File: src/rtl/overture_pc_sequencer.sv
// PC/fetch/issue sequencer: accept an instruction, issue it for one cycle, then branch to reg0 or step pc.
// Latency: 2 cycles per instruction at best; backpressure via instr_valid/instr_ready, en=0 freezes everything.
module overture_pc_sequencer #(
  parameter int PC_WIDTH       = 8,
  parameter int CNT_WIDTH      = 16,
  parameter bit SELF_LOOP_HALT = 1'b1
) (
  input  logic                 clk,
  input  logic                 rst,
  input  logic                 en,
  input  logic                 halt_req,
  input  logic                 resume,
  input  logic                 instr_valid,
  input  logic [7:0]           instr,
  output logic                 instr_ready,
  output logic [PC_WIDTH-1:0]  pc,
  output logic [7:0]           ir,
  output logic                 issue,
  input  logic                 cond_true,
  input  logic [PC_WIDTH-1:0]  branch_target,
  output logic                 halted,
  output logic [CNT_WIDTH-1:0] retired,
  output logic [CNT_WIDTH-1:0] taken
);

  typedef enum logic [1:0] {
    FETCH = 2'd0,
    EXEC  = 2'd1,
    HALT  = 2'd2
  } state_t;

  state_t               state_q, state_d;
  logic [PC_WIDTH-1:0]  pc_d;
  logic [7:0]           ir_d;
  logic [CNT_WIDTH-1:0] retired_d, taken_d;
  logic                 br_take;
  logic                 self_loop;

  assign br_take   = (ir[7:6] == 2'b11) && cond_true;
  assign self_loop = SELF_LOOP_HALT && br_take && (branch_target == pc);
  assign halted    = (state_q == HALT);

  always_comb begin
    state_d     = state_q;
    pc_d        = pc;
    ir_d        = ir;
    retired_d   = retired;
    taken_d     = taken;
    instr_ready = 1'b0;
    issue       = 1'b0;
    // Nothing moves while in reset or while the core is disabled.
    if (rst && en) begin
      case (state_q)
        FETCH: begin
          instr_ready = 1'b1;
          if (instr_valid) begin
            ir_d    = instr;
            state_d = EXEC;
          end else if (halt_req) begin
            state_d = HALT;
          end
        end
        EXEC: begin
          issue     = 1'b1;
          pc_d      = br_take ? branch_target : pc + PC_WIDTH'(1);
          retired_d = (retired == '1) ? retired : retired + CNT_WIDTH'(1);
          if (br_take && (taken != '1)) begin
            taken_d = taken + CNT_WIDTH'(1);
          end
          state_d   = (halt_req || self_loop) ? HALT : FETCH;
        end
        HALT: begin
          if (resume) begin
            state_d = FETCH;
          end
        end
        default: state_d = FETCH;
      endcase
    end
  end

  always_ff @(posedge clk) begin
    if (!rst) begin
      state_q <= FETCH;
      pc      <= '0;
      ir      <= '0;
      retired <= '0;
      taken   <= '0;
    end else begin
      state_q <= state_d;
      pc      <= pc_d;
      ir      <= ir_d;
      retired <= retired_d;
      taken   <= taken_d;
    end
  end

endmodule
File: config.mk
export PLATFORM = sky130hd
export DESIGN_NAME = overture_pc_sequencer
export DESIGN_NICKNAME = d
export VERILOG_FILES = /design/src/rtl/overture_pc_sequencer.sv
export SDC_FILE = /design/constraint.sdc
export NUM_CORES = 1
export LEC_CHECK = 0
export BUFFER_PORTS_ARGS = -buffer_cell sky130_fd_sc_hd__buf_2
export CORE_AREA = 2 2 72 74
export CTS_BUF_LIST = sky130_fd_sc_hd__clkbuf_4 sky130_fd_sc_hd__clkbuf_8 sky130_fd_sc_hd__clkbuf_16
export CTS_CLUSTER_DIAMETER = 150
export DETAILED_ROUTE_END_ITERATION = 12
export DIE_AREA = 0 0 74 76
export PLACE_DENSITY_LB_ADDON = 0.15
export SETUP_SLACK_MARGIN = 0.4
export SLEW_MARGIN = 25
export SYNTH_ARGS = -nofsm -noshare
export SYNTH_HDL_FRONTEND = slang
export SYNTH_SLANG_ARGS = --single-unit
File: constraint.sdc
create_clock -name clk -period 3.1 [get_ports clk]
set_input_delay 0.62 -clock clk [delete_from_list [all_inputs] [get_ports clk]]
set_output_delay 0.62 -clock clk [all_outputs]
set_load 0.02 [all_outputs]
; After elaboration in Yosys (flattened, before gate mapping)
; Index checks and enable logic that the tools add are counted.
; W data, S select, Z words.
[word_totals]
reg_bits = 50
in_bits = 23
wordCells = 38
[op_classes]
addsub = 3
n_eq_ne = 8
n_mux = 10
n_bitwise = 1
reduce_logical = 11
[ops]
columns = cell, n
row1 = $add A16 B1 Y16 const B, 2
row2 = $eq A16 B16 Y1 const B, 1
row3 = $ne A16 B16 Y1 const B, 1
row4 = $reduce_and A3 Y1, 4
row5 = $add A8 B1 Y8 const B, 1
row6 = $eq A8 B8 Y1, 1
row7 = $mux W2, 4
row8 = $mux W8, 1
row9 = $pmux W2 S3, 1
row10 = $eq A2 B2 Y1 const B, 2
row11 = $logic_and A1 B1 Y1, 4
row12 = $mux W1, 4
row13 = $ne A3 B3 Y1 const B, 1
row14 = $eq A2 B1 Y1 const B, 1
row15 = $logic_not A2 Y1, 1
row16 = $ne A2 B2 Y1 const B, 1
row17 = $reduce_and A2 Y1, 1
row18 = $logic_or A1 B1 Y1, 1
row19 = $not A1 Y1, 1

; Depth between registers and ports, before layout
; Gate-level depths: netlist (run 1).
[logic_depth]
ltp_word = 6
ltp_mapped = 7

; Least setup slack after synthesis (run 1)
; Ideal clock, no wire load.
[synth_path]
kind = input -> register
startpoint = input rst
endpoint = register taken[15]
setup_time_ps = 70
arrival_time_ps = 2156
t_required_ps = 3030
setup_slack_ps = 873
cell_stages = 6
n_path_buf = 2
path_cell_list = nand4b_1 -> buf_2 -> or4_4 -> buf_6 -> or4_1 -> a21oi_1
[synth_via]
elab_chain_len = 2
[synth_rtl]
columns = item, line_no
row1 = start: declaration, 9  ; input logic rst,
row2 = $logic_and A1 B1 Y1, 52  ; if (rst && en) begin
row3 = $reduce_and A3 Y1 (no line), --
row4 = end signal: assignment, 94  ; taken <= taken_d;
row5 = end: declaration, 23  ; output logic [CNT_WIDTH-1:0] taken
; Several ways; a longest one is shown, not always the timed one.
; A chain may end at the register's enable or synchronous reset.

; Final worst setup path (run 1)
[layout_path]
startpoint = register state_q[0]
endpoint = output issue
[layout_via]
elab_chain_len = 3
[layout_rtl]
columns = item, line_no
row1 = start: declaration, 32  ; state_t state_q, state_d;
row2 = start signal: assignment, 90  ; state_q <= state_d;
row3 = $eq A2 B1 Y1, 53  ; case (state_q)
row4 = $mux W1, 53
row5 = $mux W1, 52
row6 = end: declaration, 18  ; output logic issue,
; Every way passes these cells.

==> results.json, run 1 <==
{
  "antenna_left": 0,
  "path_clk_slew_ps": 100,
  "num_vias": 2720,
  "dieHeight_um": 76,
  "skew_ps": 7.64,
  "cts_tree": "done",
  "syn_area_per_cell_um2": 8.08,
  "drive_gt1_frac": 0.237,
  "cap_violations": 0,
  "netlist_instances": 321,
  "ir_worst_vdd_uv": 294,
  "cts_root_buf": "clkbuf_8",
  "final_cell_mix": "buf_2 (73), dfxtp_1 (50), nand2_1 (47)",
  "grt_pass1_vias": 2397,
  "setup_ws_ps": 708,
  "ys_seq_area_frac": 0.386,
  "worstPathMaxFanout": 11,
  "die_area_mm2": 0.00562,
  "min-delay-start": "ir[1]",
  "track_usage": 0.228,
  "cts_num_sinks": 50,
  "hold_path_depth": 2,
  "nets": 417,
  "initial_utilization": 0.528,
  "synth_area_mm2": 0.00259,
  "yosys_warnings": 0,
  "worstMarginPinSlew_ps": 933,
  "synth_edf_count": 0,
  "slew_headroom": 0.377,
  "htreeDepth": 2,
  "start_kind": "register",
  "power_density_mw_per_mm2": 381,
  "arrival_ps": 1770,
  "min_to": "ir[1]",
  "hp-class": "register to register",
  "cts_resized": 0,
  "synth_nets": 347,
  "grt_pass1_wl_um": 10500,
  "design.core.area_mm2": 0.00491,
  "r2r_cells": 5,
  "fin_crit_ps": 2390,
  "crit_required_ps": 2480,
  "fmax_mhz": 418,
  "numCtsBuffers": 5,
  "rsz0062_at_grt": "false",
  "firstDrtPassIters": 4,
  "num_rows": 26,
  "post_cts.repair.setup_buffers": 0,
  "die_w_um": 74,
  "wl_per_cell_um": 13.9,
  "finalWirelength_um": 6430,
  "cts_buffer_depth": 2,
  "total_power_uw": 1200,
  "status": "complete, no violations",
  "antenna_found_initial": 0,
  "io_pins": 74,
  "r2r-end": "retired[9]",
  "netlist-cell-type-count": 44,
  "route.detailed.drc": 0,
  "synth-main-ff-cell": "dfxtp_1",
  "worst-setup-path-type": "register to output pin",
  "final_area_mm2": 0.00316,
  "setup_tns_ps": 0,
  "dp_slack_ps": 587,
  "drv_slew": 0,
  "io_buffers": 73,
  "synth_async_sr_flop_share": 0,
  "viasPerCell": 5.89,
  "grt-ovfl-total": 0,
  "fill_cells": 452,
  "setup_viol": 0,
  "dr.first_iter.drc_count": 160,
  "area_delta_synth_final_pct": 21.7,
  "hold_buffers": 0,
  "worstSetupEndpointType": "output pin",
  "synth-seq-cells": 50,
  "grt_max_degree": 30,
  "p_leak_uw": 0.00121,
  "hold_viol_final": 0,
  "hpwlAfterDp_um": 4540,
  "clk_latency_ps": 300,
  "rrSetupSlack_ps": 780,
  "place_congestion": 0.865,
  "placed_area_mm2": 0.00304,
  "r2r-start": "state_q[0]",
  "final_common_cell": "buf_2",
  "n_antenna_cell": 0,
  "fin_crit_sh": 0.772
}
-- worst max path at each step --
stage / startpoint / endpoint / slack [ps] / cells after the start
finish: state_q[0] / issue / 710 / 5
global route: state_q[0] / issue / 630 / 5
CTS: state_q[0] / issue / 730 / 5
detailed placement: en / retired[9] / 590 / 6
global placement: en / retired[9] / 650 / 6
floorplan: rst / taken[15] / 870 / 6
-- stage by stage --
stage,util,hold slack [ps],cells
finish,0.642,462,462
global placement,0.619,441,454
CTS,0.642,466,462
global route,0.642,490,462
floorplan,-,533,321
detailed placement,0.619,449,454
-- worst max-delay path: stages (launching register included) --
cell and delay, ps:
dfxtp_1 480, nand4b_1 290, buf_4 260, inv_1 80, buf_4 170, buf_2 180
-- synthesized netlist by cell type, types with 7 or more instances --
cell	instances	area share
nand3_1	18	0.035
nand4_1	13	0.031
xor2_1	7	0.024
inv_1	8	0.012
dfxtp_1	50	0.39
or4_1	19	0.055
o21ai_0	19	0.037
or3_1	7	0.017
clkbuf_1	15	0.022
o31ai_1	18	0.052
nand2_1	47	0.068
a21oi_1	27	0.052
-- cells by family after synthesis --
| family | Yosys count | share of synthesized area |
|---|---|---|
| flops | 50 | 0.386 |
| compound gates | 89 | 0.219 |
| fa+ha+maj | 3 | 0.0145 |
| simple gates | 140 | 0.293 |
| mux | 5 | 0.0193 |
| buf+inv | 26 | 0.0410 |
| xor+xnor | 8 | 0.0270 |
-- sequential cells by signal (all words and copies together) (netlist names) --
name,cells
pc,8
taken,16
retired,16
ir,8
state_q,2
-- power by group --
group / switching [uW] / internal [uW]
combinational: 46.9 / 29.1
sequential: 8.33 / 650
clock: 229 / 240
total: 284 / 919
-- per-layer routing --
layer / part of all wire / vias up / track usage
met2: 0.46 / 81 / 0.354
met3: 0.054 / 10 / 0.0423
li1: - / 1358 / -
met5: 0 / - / 0
met4: 0.014 / 0 / 0.0764
met1: 0.47 / 1271 / 0.316
-- final cells by class --
cell class | count | area [um2] | area share
Sequential cell | 50 | 1000 | 0.317
Multi-Input combinational cell | 245 | 1500 | 0.475
Inverter | 8 | 30.0 | 0.00952
Tap cell | 70 | 87.6 | 0.0278
Clock buffer | 5 | 68.8 | 0.0218
Clock inverter | 3 | 45.0 | 0.0143
Timing Repair Buffer | 81 | 425 | 0.135
No activity file was read; power rests on OpenSTA's default activity.
==> inputs of run 2 (changes only) <==
--- a/config.mk
+++ b/config.mk
@@ -6,11 +6,11 @@
 export NUM_CORES = 1
 export LEC_CHECK = 0
 export BUFFER_PORTS_ARGS = -buffer_cell sky130_fd_sc_hd__buf_2
-export CORE_AREA = 2 2 72 74
+export CORE_AREA = 2 2 78 80
 export CTS_BUF_LIST = sky130_fd_sc_hd__clkbuf_4 sky130_fd_sc_hd__clkbuf_8 sky130_fd_sc_hd__clkbuf_16
 export CTS_CLUSTER_DIAMETER = 150
 export DETAILED_ROUTE_END_ITERATION = 12
-export DIE_AREA = 0 0 74 76
+export DIE_AREA = 0 0 80 82
 export PLACE_DENSITY_LB_ADDON = 0.15
 export SETUP_SLACK_MARGIN = 0.4
 export SLEW_MARGIN = 25
==> constraint.sdc (replaced) <==
create_clock -name clk -period 2.05 [get_ports clk]
set_input_delay 0.41 -clock clk [delete_from_list [all_inputs] [get_ports clk]]
set_output_delay 0.41 -clock clk [all_outputs]
set_load 0.02 [all_outputs]
==> run 2 against run 1 <==
Against the previous run:
- die area rose by 17%
- design area rose by 17%
- setup slack worse by 510 ps
- register-to-register slack got worse by 580 ps
- cell count up 8.2%
- clock-buffer cell count unchanged
- first-iteration DRC count grew 5.0%
- non-clock buffer count grew 32
- flip-flop and latch count is the same
- utilization fell by 0.062 points
- clock power up 25%
- global-route usage increased by 0.39 points
- highest routed layer unchanged
==> results.json, run 2 (same netlist as run 1, synthesis figures left out) <==
{
  "hp-class": "input pin to register",
  "fin_crit_ps": 1850,
  "rsz0062_at_grt": "true",
  "crit_required_ps": 2300,
  "wl_per_cell_um": 14.7,
  "design.core.area_mm2": 0.00575,
  "start_kind": "register",
  "worstPathMaxFanout": 7,
  "slew_headroom": 0.556,
  "dp_slack_ps": -43.6,
  "cts_buffer_depth": 2,
  "cts_tree": "done",
  "setup_viol": 0,
  "worst-setup-path-type": "register to register",
  "antenna_found_initial": 0,
  "final_cell_mix": "buf_2 (72), nand2_1 (45), buf_4 (32)",
  "grt_pass1_wl_um": 12400,
  "cap_violations": 0,
  "p_sw_frac": 0.255,
  "hold_buffers": 0,
  "status": "complete, no violations",
  "hold_viol_final": 0,
  "fmax_mhz": 540,
  "power_density_mw_per_mm2": 463,
  "io_buffers": 73,
  "drive_gt1_frac": 0.435,
  "reg_top3": "retired (16), taken (16)",
  "switching_power_uw": 435,
  "place_congestion": 0.839,
  "p_leak_uw": 0.00145,
  "track_usage": 0.232,
  "die_w_um": 80,
  "finalNonFillerCells": 500,
  "grt_max_degree": 30,
  "grt-ovfl-total": 0,
  "num_rows": 28,
  "finalWirelength_um": 7360,
  "fin_crit_sh": 0.903,
  "numCtsBuffers": 5,
  "pwr-share-seq": 0.577,
  "htreeDepth": 2,
  "dieHeight_um": 82,
  "grt_pass1_vias": 2656,
  "setup_ws_ps": 200,
  "final_common_cell": "buf_2",
  "worstSetupEndpointType": "register",
  "clk_latency_ps": 310,
  "worstMarginPinSlew_ps": 665,
  "fill_cells": 504,
  "power.share.clock": 0.343,
  "cts_root_buf": "clkbuf_8",
  "total_power_uw": 1710,
  "path_clk_slew_ps": 100,
  "viasPerCell": 5.78,
  "skew_ps": 7.65,
  "arrival_ps": 2100,
  "n_antenna_cell": 0,
  "placed_cells": 470,
  "drv_slew": 0,
  "num_vias": 2888,
  "io_pins": 74,
  "pwr-share-comb": 0.080,
  "hpwlAfterDp_um": 4750,
  "finalCoreUtilization": 0.642,
  "p_int_uw": 1270,
  "nets": 450,
  "ir_worst_vdd_uv": 401,
  "finalHoldWorstSlack_ps": 294,
  "area_delta_synth_final_pct": 42.2,
  "die_area_mm2": 0.00656,
  "dr.first_iter.drc_count": 168,
  "cts_num_sinks": 50,
  "initial_utilization": 0.451,
  "route.detailed.drc": 0,
  "antenna_left": 0,
  "firstDrtPassIters": 4
}
## run 2: changes by cell type in the layout (fill, tap and decap cells not counted), moves of 4 or more
cell | previous run | this run
a21oi_2 | 0 | 7
or4_1 | 19 | 10
dfxtp_4 | 0 | 8
nand3_1 | 18 | 14
dfxtp_1 | 50 | 29
or4_4 | 1 | 11
dfxtp_2 | 0 | 13
a21oi_1 | 27 | 20
o311ai_0 | 4 | 0
buf_4 | 8 | 32
buf_6 | 0 | 8
## run 2: final cells by class
class | count | area (um2) | share of cell area
sequential | 50 | 1050 | 0.284
multi-input combinational | 246 | 1720 | 0.465
clock buffer | 5 | 68.8 | 0.0187
timing repair buffer | 113 | 711 | 0.193
tap | 75 | 93.8 | 0.0254
inverter | 8 | 30.0 | 0.00814
clock inverter | 3 | 21.3 | 0.00577
## run 2: worst max-delay path, stage by stage, from the launching register on
cell and delay (ps):
dfxtp_2 330, nand4b_1 190, buf_4 160, or4_4 460, buf_4 170, or3_1 340, a21oi_1 140
## run 2: stage by stage
step	TNS (ps)	instance area, um2
floorplan	0	2680
global placement	-2.44	3200
detailed placement	-86.5	3200
CTS	0	3520
global route	0	3690
finish	0	3690
## run 2: repair_timing
item                       in CTS  in global routing
setup endpoints to repair      25                 35
cloned                          3                  0
buffers inserted               15                  4
pin swaps                      17                  6
resized for setup              28                 38
## run 2: final timing paths
path | start | endpoint | slack, ps | depth (start not counted)
setup / recovery | state_q[1] | taken[12] | 200 | 6
hold / removal | instr[7] | ir[7] | 290 | 3
setup reg to reg | state_q[1] | taken[12] | 200 | 6
hold reg to reg | ir[3] | ir[3] | 460 | 2
## run 2: power groups by stage
| stage | combinational [uW] | sequential, uW | clock, uW |
|---|---|---|---|
| floorplan | 51.3 | 1030 | 0 |
| global placement | 128 | 1010 | 0 |
| detailed placement | 129 | 1010 | 0 |
| CTS | 133 | 989 | 598 |
| global route | 151 | 987 | 650 |
| finish | 136 | 984 | 586 |
## run 2: per-layer routing
| metal | vias up | track usage | routed length, um |
|---|---|---|---|
| met3 | 13 | 0.0341 | 334 |
| met2 | 83 | 0.385 | 3620 |
| met5 | - | 0 | 0 |
| li1 | 1430 | - | - |
| met1 | 1362 | 0.313 | 3300 |
| met4 | 0 | 0.0712 | 111 |
==> inputs of run 3 (changes only) <==
==> constraint.sdc (replaced) <==
create_clock -name clk -period 2.05 [get_ports clk]
set_input_delay 0.1025 -clock clk [delete_from_list [all_inputs] [get_ports clk]]
set_output_delay 0.1025 -clock clk [all_outputs]
set_load 0.02 [all_outputs]
==> run 3 against run 2 <==
Against the previous run:
- non-clock buffer count is 17 higher
- maximum frequency hardly changed
- die area stayed put
- cell count is 3.6% higher
- setup slack worse by 1.3 ps
- clock skew is 2.2 ps lower
- critical path type unchanged
- highest routed layer unchanged
==> results.json, run 3 (same netlist as run 1, synthesis figures left out) <==
{
  "status": "complete, no violations",
  "final-seq-area_mm2": 0.00106,
  "hp-class": "input pin to register",
  "worstSetupEndpointType": "register",
  "worstMarginPinSlew_ps": 446,
  "place_congestion": 0.819,
  "cts_buffer_depth": 2,
  "dieHeight_um": 82,
  "hold_viol_final": 0,
  "final_cell_mix": "buf_2 (72), nand2_1 (45), buf_4 (40)",
  "fin_crit_ps": 1850,
  "cp_slowest_cell": "or4_4",
  "final_area_mm2": 0.00395,
  "n_antenna_cell": 0,
  "final_common_cell": "buf_2",
  "nets": 468,
  "drive_gt1_frac": 0.445,
  "hpwlAfterDp_um": 4790,
  "grt_pass1_vias": 2757,
  "rsz0062_at_grt": "true",
  "cts_tree": "done",
  "pwr-share-seq": 0.575,
  "io_buffers": 73,
  "area_delta_synth_final_pct": 52.3,
  "p_int_uw": 1290,
  "worstPathMaxFanout": 5,
  "die_w_um": 80,
  "num_rows": 28,
  "p_leak_uw": 0.00154,
  "grt-ovfl-total": 0,
  "cts_num_sinks": 50,
  "fill_cells": 506,
  "clk_latency_ps": 300,
  "power_density_mw_per_mm2": 432,
  "dr.first_iter.drc_count": 209,
  "path_clk_slew_ps": 90,
  "finalWirelength_um": 8090,
  "switching_power_uw": 418,
  "htreeDepth": 2,
  "power.share.clock": 0.336,
  "crit_required_ps": 2290,
  "initial_utilization": 0.451,
  "grt_max_degree": 30,
  "slew_headroom": 0.700,
  "finalCoreUtilization": 0.687,
  "die_area_mm2": 0.00656,
  "pwr-share-comb": 0.090,
  "io_pins": 74,
  "p_sw_frac": 0.245,
  "cts_root_buf": "clkbuf_8",
  "track_usage": 0.233,
  "viasPerCell": 5.83,
  "fin_crit_sh": 0.903,
  "skew_ps": 5.40,
  "wl_per_cell_um": 15.6,
  "design.core.area_mm2": 0.00575,
  "firstDrtPassIters": 4,
  "worst-setup-path-type": "register to register",
  "placed_area_mm2": 0.00317,
  "drv_slew": 0,
  "start_kind": "register",
  "numCtsBuffers": 5,
  "ir_worst_vdd_uv": 243,
  "setup_tns_ps": 0,
  "cap_violations": 0,
  "setup_viol": 0,
  "route.detailed.drc": 0,
  "reg_top3": "retired (16), taken (16)",
  "multi_input_area_mm2": 0.00180,
  "cp_common_cell": "or4_4",
  "arrival_ps": 2100,
  "grt_pass1_wl_um": 12200,
  "crit_chain": "nand4b_1 > buf_6 > or4_4 > or4_4 > a21oi_2",
  "antenna_found_initial": 0,
  "fmax_mhz": 540,
  "antenna_left": 0,
  "worst_path_largest_cell_delay_ps": 500,
  "num_vias": 3019
}
run 3: changes by cell type in the layout (fill, tap and decap cells not counted), sizes merged:
cell,delta
clkinvlp,-1
clkbuf,+2
or4,+1
buf,+8
dlygate4sd3,+8
run 3: layout make-up:
type,instances,area share
multi-input combinational,247,0.455
sequential,50,0.269
timing repair buffer,130,0.221
tap,75,0.0238
clock buffer,6,0.0193
inverter,8,0.00951
clock inverter,2,0.00222
run 3: per-layer routing:
layer / vias to the layer above / GRT usage / wire length, um
met2: 79 / 0.399 / 4130
met1: 1442 / 0.283 / 3510
met5: - / 0 / 0
met3: 15 / 0.0451 / 297
met4: 0 / 0.107 / 147
li1: 1483 / - / -
run 3: through the flow:
stage	hold WS, ps	setup slack (ps)	power (uW)	instances
floorplan	196	185	1080	321
CTS	37.5	164	1730	504
global placement	294	123	1140	467
detailed placement	303	95.4	1140	467
global route	35.9	152	1780	518
finish	36.7	199	1700	518
run 3: final timing paths:
path,start,to,slack [ps],cells past startpoint
worst max-delay path,state_q[1],taken[11],200,5
worst min-delay path,en,state_q[1],40,2
worst max register to register,state_q[1],taken[11],200,5
worst min register to register,ir[4],ir[4],460,2
run 3: power groups by stage:
stage	Combinational, uW	Sequential, uW	Clock (uW)
2_1_floorplan	50.7	1030	0
3_3_place_gp	127	1010	0
3_5_place_dp	129	1010	0
4_1_cts	144	989	594
5_1_grt	167	981	629
6_report	152	979	572
run 3: repair_timing:
action	4_1_cts	5_1_grt
hold endpoints to repair	8	0
gates cloned	2	1
gates resized for setup	18	64
setup buffers	19	13
setup endpoints to repair	26	34
pin swaps	19	16
hold buffers	8	0
run 3: critical path, delay by kind of cell, from the launching register on:
kind / cells / cell delay, ps
AO/OA/AOI/OAI: 1 / 130
buffers and inverters: 1 / 170
flip-flops: 1 / 320
AND/OR/NAND/NOR: 3 / 1170
